File: src/rtl/conv_window_ctrl.sv
// Sequencer for one convolver lane's shift register chain: raster pixel intake, position tracking
// and KSIZE x KSIZE window flags. Define CONV_WINDOW_STRIDE2_EN to flag only stride-2 windows.
`ifndef WID_FIFO
`define WID_FIFO 8
`endif

module conv_window_ctrl #(
  parameter int unsigned DIM_W = 10,
  parameter int unsigned KSIZE = 3
) (
  input  logic                 clk,
  input  logic                 rst,
  input  logic                 start,
  input  logic                 abort,
  input  logic [DIM_W-1:0]     img_width,
  input  logic [DIM_W-1:0]     img_height,
  input  logic                 pix_valid,
  input  logic [`WID_FIFO-1:0] pix_data,
  output logic                 pix_ready,
  input  logic                 out_stall,
  output logic                 shifting,
  output logic [`WID_FIFO-1:0] sr_data,
  output logic                 win_valid,
  output logic [DIM_W-1:0]     win_row,
  output logic [DIM_W-1:0]     win_col,
  output logic                 busy,
  output logic                 done,
  output logic                 cfg_err
);

  localparam logic [1:0] StIdle  = 2'd0;
  localparam logic [1:0] StRun   = 2'd1;
  localparam logic [1:0] StFlush = 2'd2;
  localparam logic [1:0] StDone  = 2'd3;

  localparam logic [DIM_W-1:0] KSize = DIM_W'(KSIZE);
  localparam logic [DIM_W-1:0] KEdge = DIM_W'(KSIZE - 1);
  localparam logic [DIM_W-1:0] One   = DIM_W'(1);

  logic [1:0]       state_q, state_d;
  logic [DIM_W-1:0] col_q, col_d, row_q, row_d;
  logic [DIM_W-1:0] width_q, width_d, height_q, height_d;
  logic             win_valid_q, win_valid_d;
  logic [DIM_W-1:0] win_row_q, win_row_d, win_col_q, win_col_d;
  logic             cfg_err_q, cfg_err_d;

  logic             fire, last_col, last_row, win_hit;
  logic [DIM_W-1:0] top_row, left_col;

  always_comb begin
    pix_ready = (state_q == StRun) && !out_stall;
    fire      = pix_valid && pix_ready;
    shifting  = fire;
    sr_data   = pix_data;
    busy      = (state_q == StRun) || (state_q == StFlush);
    done      = (state_q == StDone);
    win_valid = win_valid_q;
    win_row   = win_row_q;
    win_col   = win_col_q;
    cfg_err   = cfg_err_q;

    last_col  = (col_q == width_q - One);
    last_row  = (row_q == height_q - One);
    top_row   = row_q - KEdge;
    left_col  = col_q - KEdge;
    // Abort in the same cycle drops the window this fire would otherwise produce.
`ifdef CONV_WINDOW_STRIDE2_EN
    win_hit   = fire && !abort && (row_q >= KEdge) && (col_q >= KEdge) &&
                !top_row[0] && !left_col[0];
`else
    win_hit   = fire && !abort && (row_q >= KEdge) && (col_q >= KEdge);
`endif
  end

  always_comb begin
    state_d     = state_q;
    col_d       = col_q;
    row_d       = row_q;
    width_d     = width_q;
    height_d    = height_q;
    win_valid_d = 1'b0;
    win_row_d   = win_row_q;
    win_col_d   = win_col_q;
    cfg_err_d   = 1'b0;

    case (state_q)
      StIdle: begin
        if (start) begin
          if ((img_width >= KSize) && (img_height >= KSize)) begin
            width_d  = img_width;
            height_d = img_height;
            col_d    = '0;
            row_d    = '0;
            state_d  = StRun;
          end else begin
            cfg_err_d = 1'b1;
          end
        end
      end
      StRun: begin
        if (abort) begin
          state_d = StIdle;
          col_d   = '0;
          row_d   = '0;
        end else if (fire) begin
          if (win_hit) begin
            win_valid_d = 1'b1;
            win_row_d   = top_row;
            win_col_d   = left_col;
          end
          if (last_col) begin
            col_d = '0;
            if (last_row) begin
              row_d   = '0;
              state_d = StFlush;
            end else begin
              row_d = row_q + One;
            end
          end else begin
            col_d = col_q + One;
          end
        end
      end
      StFlush: state_d = StDone;
      default: state_d = StIdle;
    endcase
  end

  always_ff @(posedge clk) begin
    if (rst) begin
      state_q     <= StIdle;
      col_q       <= '0;
      row_q       <= '0;
      width_q     <= '0;
      height_q    <= '0;
      win_valid_q <= 1'b0;
      win_row_q   <= '0;
      win_col_q   <= '0;
      cfg_err_q   <= 1'b0;
    end else begin
      state_q     <= state_d;
      col_q       <= col_d;
      row_q       <= row_d;
      width_q     <= width_d;
      height_q    <= height_d;
      win_valid_q <= win_valid_d;
      win_row_q   <= win_row_d;
      win_col_q   <= win_col_d;
      cfg_err_q   <= cfg_err_d;
    end
  end

endmodule

File: config.mk
export PLATFORM = sky130hd
export DESIGN_NAME = conv_window_ctrl
export DESIGN_NICKNAME = d
export VERILOG_FILES = /design/src/rtl/conv_window_ctrl.sv
export SDC_FILE = /design/constraint.sdc
export NUM_CORES = 1
export LEC_CHECK = 0
export ABC_AREA = 0
export BUFFER_PORTS_ARGS = -buffer_cell sky130_fd_sc_hd__buf_2
export CORE_UTILIZATION = 45
export DETAILED_ROUTE_END_ITERATION = 10
export PLACE_DENSITY = 0.68
export SYNTH_ARGS = -nofsm -noshare
export SYNTH_HDL_FRONTEND = slang
export SYNTH_SLANG_ARGS = --single-unit
export TNS_END_PERCENT = 1
File: constraint.sdc
create_clock -name clk -period 2.8 [get_ports clk]
set_input_delay 0.14 -clock clk [delete_from_list [all_inputs] [get_ports clk]]
set_output_delay 0.14 -clock clk [all_outputs]
set_load 0.02 [all_outputs]
==> run_results.csv <==
group,metric,value,unit
outcome,outcome,"finished clean",
clocking,clock-root-buffer,"clkbuf_8",
timing,slew_headroom,62.1,%
placed_design,portBuffers,51,
synthesis,ys_ff_latch,64,
timing,max_freq,376,MHz
grt,grt_use_total,20.5,%
timing,tightest_slew,0.554,ns
drt,drt_iter0_drc,190,
grt,grt_overflow,0,
grt,grt_max_degree,38,
synthesis,synth_edf_count,0,
layout,area_delta_synth_final,14.5,%
setup_path,worst-setup-path-type,"flop to flop",
min_path,hold_path_class,"primary input to flop",
clocking,htreeDepth,3,
setup_path,critPathLaunchType,"flop",
job,cap_violations,0,
setup_path,cpPeakStageDelay,0.51,ns
die,ioPinCount,68,
synthesis,yosys.area.top_type,"dfxtp_1",
die,row_count,32,
die,fp.dieH,93.5,um
power,p_leak,0.00186,uW
timing,hold_ws,0.0486,ns
layout,layout.nets,542,
power,p_total,2460,uW
placed_design,dp.final_hpwl,6260,um
grt,grt_pass1_vias,2956,
power,peakVddDrop,396,uV
timing,fin_crit,2.66,ns
grt,grt_pass1_wl,14000,um
clocking,cts_hold_buf,0,
timing,rsz0062_at_grt,"no",
die,dieWidth,93.5,um
drt,drtPass1Iterations,4,
die,core,0.00793,mm2
timing,fin_crit_sh,95.0,%
timing,setup_violations,0,
layout,most-common-layout-cells,"nor2_1 (65), dfxtp_1 (61), buf_2 (51)",
synthesis,synth.distinct_cells,48,
synthesis,ys.flop_type,"dfxtp_1",
drt,ant_nets,0,
clocking,cts.sinks,64,
setup_path,crit_buf_inv,1,
synthesis,synth_area,0.00376,mm2
timing,finalHoldViolCount,0,
timing,finClkSkew,0.00456,ns
layout,final_util,54.4,%
clocking,cts_tree,"yes",
setup_path,crit_top_cell,"or3_1",
synthesis,synth_fp_nets,500,
die,dieArea,0.00874,mm2
clocking,cts_buffers,9,
synthesis,yosysTopAreaCellShare,34.0,%
clocking,ctsLongestPathBuffers,2,
placed_design,place_congestion,0.873,
setup_path,critPathArrivalTime,2.93,ns
setup_path,cp_top_family,"simple AND/OR/NAND/NOR gates",
timing,drv_slew,0,
drt,vias,3327,
drt,viasPerCell,5.55,
setup_path,path_cells,"or3_1 > or3_1 > a21o_1 > a22oi_1 > a41oi_2 > buf_12 > or4_1 > a21oi_1",
clocking,clk_pin_slew,0.07,ns
synthesis,synth_cells,452,
drt,drcViolationCount,0,
synthesis,syn_area_per_cell,8.33,um2
synthesis,ys_seq_area_share,34.0,%
synthesis,synth_warnings,0,
power,power_density,571,mW/mm2
die,initial_utilization,47.5,%
setup_path,worst_path_max_delay_cell,"or4_1",
layout,drive_above_1_share,19.7,%
synthesis,postSynth.asyncResetShare,0,%
drt,wirelength,8510,um
setup_path,endpoint_kind,"flop",
synthesis,synthTopCellsByArea,"dfxtp_1 (34%), nor2_1 (6.5%), mux2i_1 (6.4%)",
setup_path,cp_max_fo,22,
layout,final_common_cell,"nor2_1",
setup_path,cp.required,3.07,ns
timing,fin_setup_tns,0,ns
clocking,insertion_delay,0.34,ns
drt,wire_per_inst,14.2,um
grt,grt_antenna_before_repair,0,
layout,antenna_cells,0,
==> area by class of cell <==
type | instances | area [um2]
multi-input cells | 330 | 2240
repair buffers | 70 | 423
flip-flops and latches | 64 | 1290
inverters | 19 | 71.3
clock buffers | 9 | 124
fillers | 755 | 3620
clock inverters | 6 | 37.5
well taps | 102 | 128
==> cells in the mapped netlist (2+ instances only) <==
library cell / number
a211oi_1: 21
xnor2_1: 27
a31oi_1: 7
and4b_1: 2
clkbuf_1: 23
nand2_1: 22
nor3_1: 17
nand2b_1: 3
and2_1: 2
a211o_1: 6
ha_1: 14
a21oi_1: 11
dfxtp_1: 64
nand4_1: 9
mux2i_1: 24
buf_6: 2
or4_1: 8
a21o_1: 3
nand3_1: 6
nor4_1: 10
or3_1: 10
buf_4: 8
o31ai_1: 3
inv_1: 19
a311oi_1: 2
nor3b_1: 2
nor2b_1: 3
xor2_1: 16
nor2_1: 65
buf_2: 5
and3_1: 5
o21ai_0: 14
a32o_1: 3
nor4b_1: 2
==> sequential cells by signal, summed over array words and instances (netlist names) <==
| register | flops |
|---|---|
| state_q | 2 |
| col_q | 10 |
| row_q | 10 |
| win_row | 10 |
| width_q | 10 |
| height_q | 10 |
| cfg_err | 1 |
| win_col | 10 |
| win_valid | 1 |
==> kinds of logic after synthesis <==
family | count (synthesis) | share of synthesized area (%)
xor gates and xnor gates | 44 | 10.4
DFF | 64 | 34.0
buffers and inverters | 58 | 7.15
and+or+nand+nor | 169 | 22.4
adders and majority gates | 14 | 4.65
AOI/OAI and AO/OA | 79 | 14.9
muxes | 24 | 6.38
==> stage by stage <==
stage	instance area, um2	std cells	setup slack, ns
after floorplan	3760	452	0.222
after global placement	4120	584	0.116
after detailed placement	4120	584	0.0219
after CTS	4280	599	0.00300
after global routing	4310	600	0.0152
final	4310	600	0.139
==> path summary, 6_finish.rpt <==
kind	startpoint	endpoint	slack, ns	cells past startpoint
max	width_q[2]$_SDFFE_PP0P_	state_q[0]$_SDFFE_PP0P_	0.14	8
min	img_height[9]	height_q[9]$_SDFFE_PP0P_	0.05	3
max reg2reg	width_q[2]$_SDFFE_PP0P_	state_q[0]$_SDFFE_PP0P_	0.14	8
min reg2reg	win_col[9]$_SDFFE_PP0P_	win_col[9]$_SDFFE_PP0P_	0.50	2
==> metal layers <==
metal	GRT usage [%]	vias to the layer above	wire (um)
li1	-	1696	-
met2	30.1	98	3670
met3	5.85	7	504
met4	6.15	0	85
met5	0	-	0
met1	28.7	1526	4250
==> repair_timing <==
item                                    CTS  global route
endpoints found under the setup margin    0            22
setup buffers                             0             1
hold endpoints to repair                  0             0
resized for setup                         0             8
==> report_power, final <==
| group | total, uW | internal [uW] | switching [uW] |
|---|---|---|---|
| sequential | 1030 | 960 | 68.9 |
| combinational | 741 | 332 | 409 |
| clock | 689 | 313 | 377 |
==> worst min-delay path: cells and delay by family <==
kind | cells | cell delay [ns]
mux | 1 | 0.05
simple gates | 1 | 0.07
buf+inv | 1 | 0.09
Power figures use the tool's default switching activity.
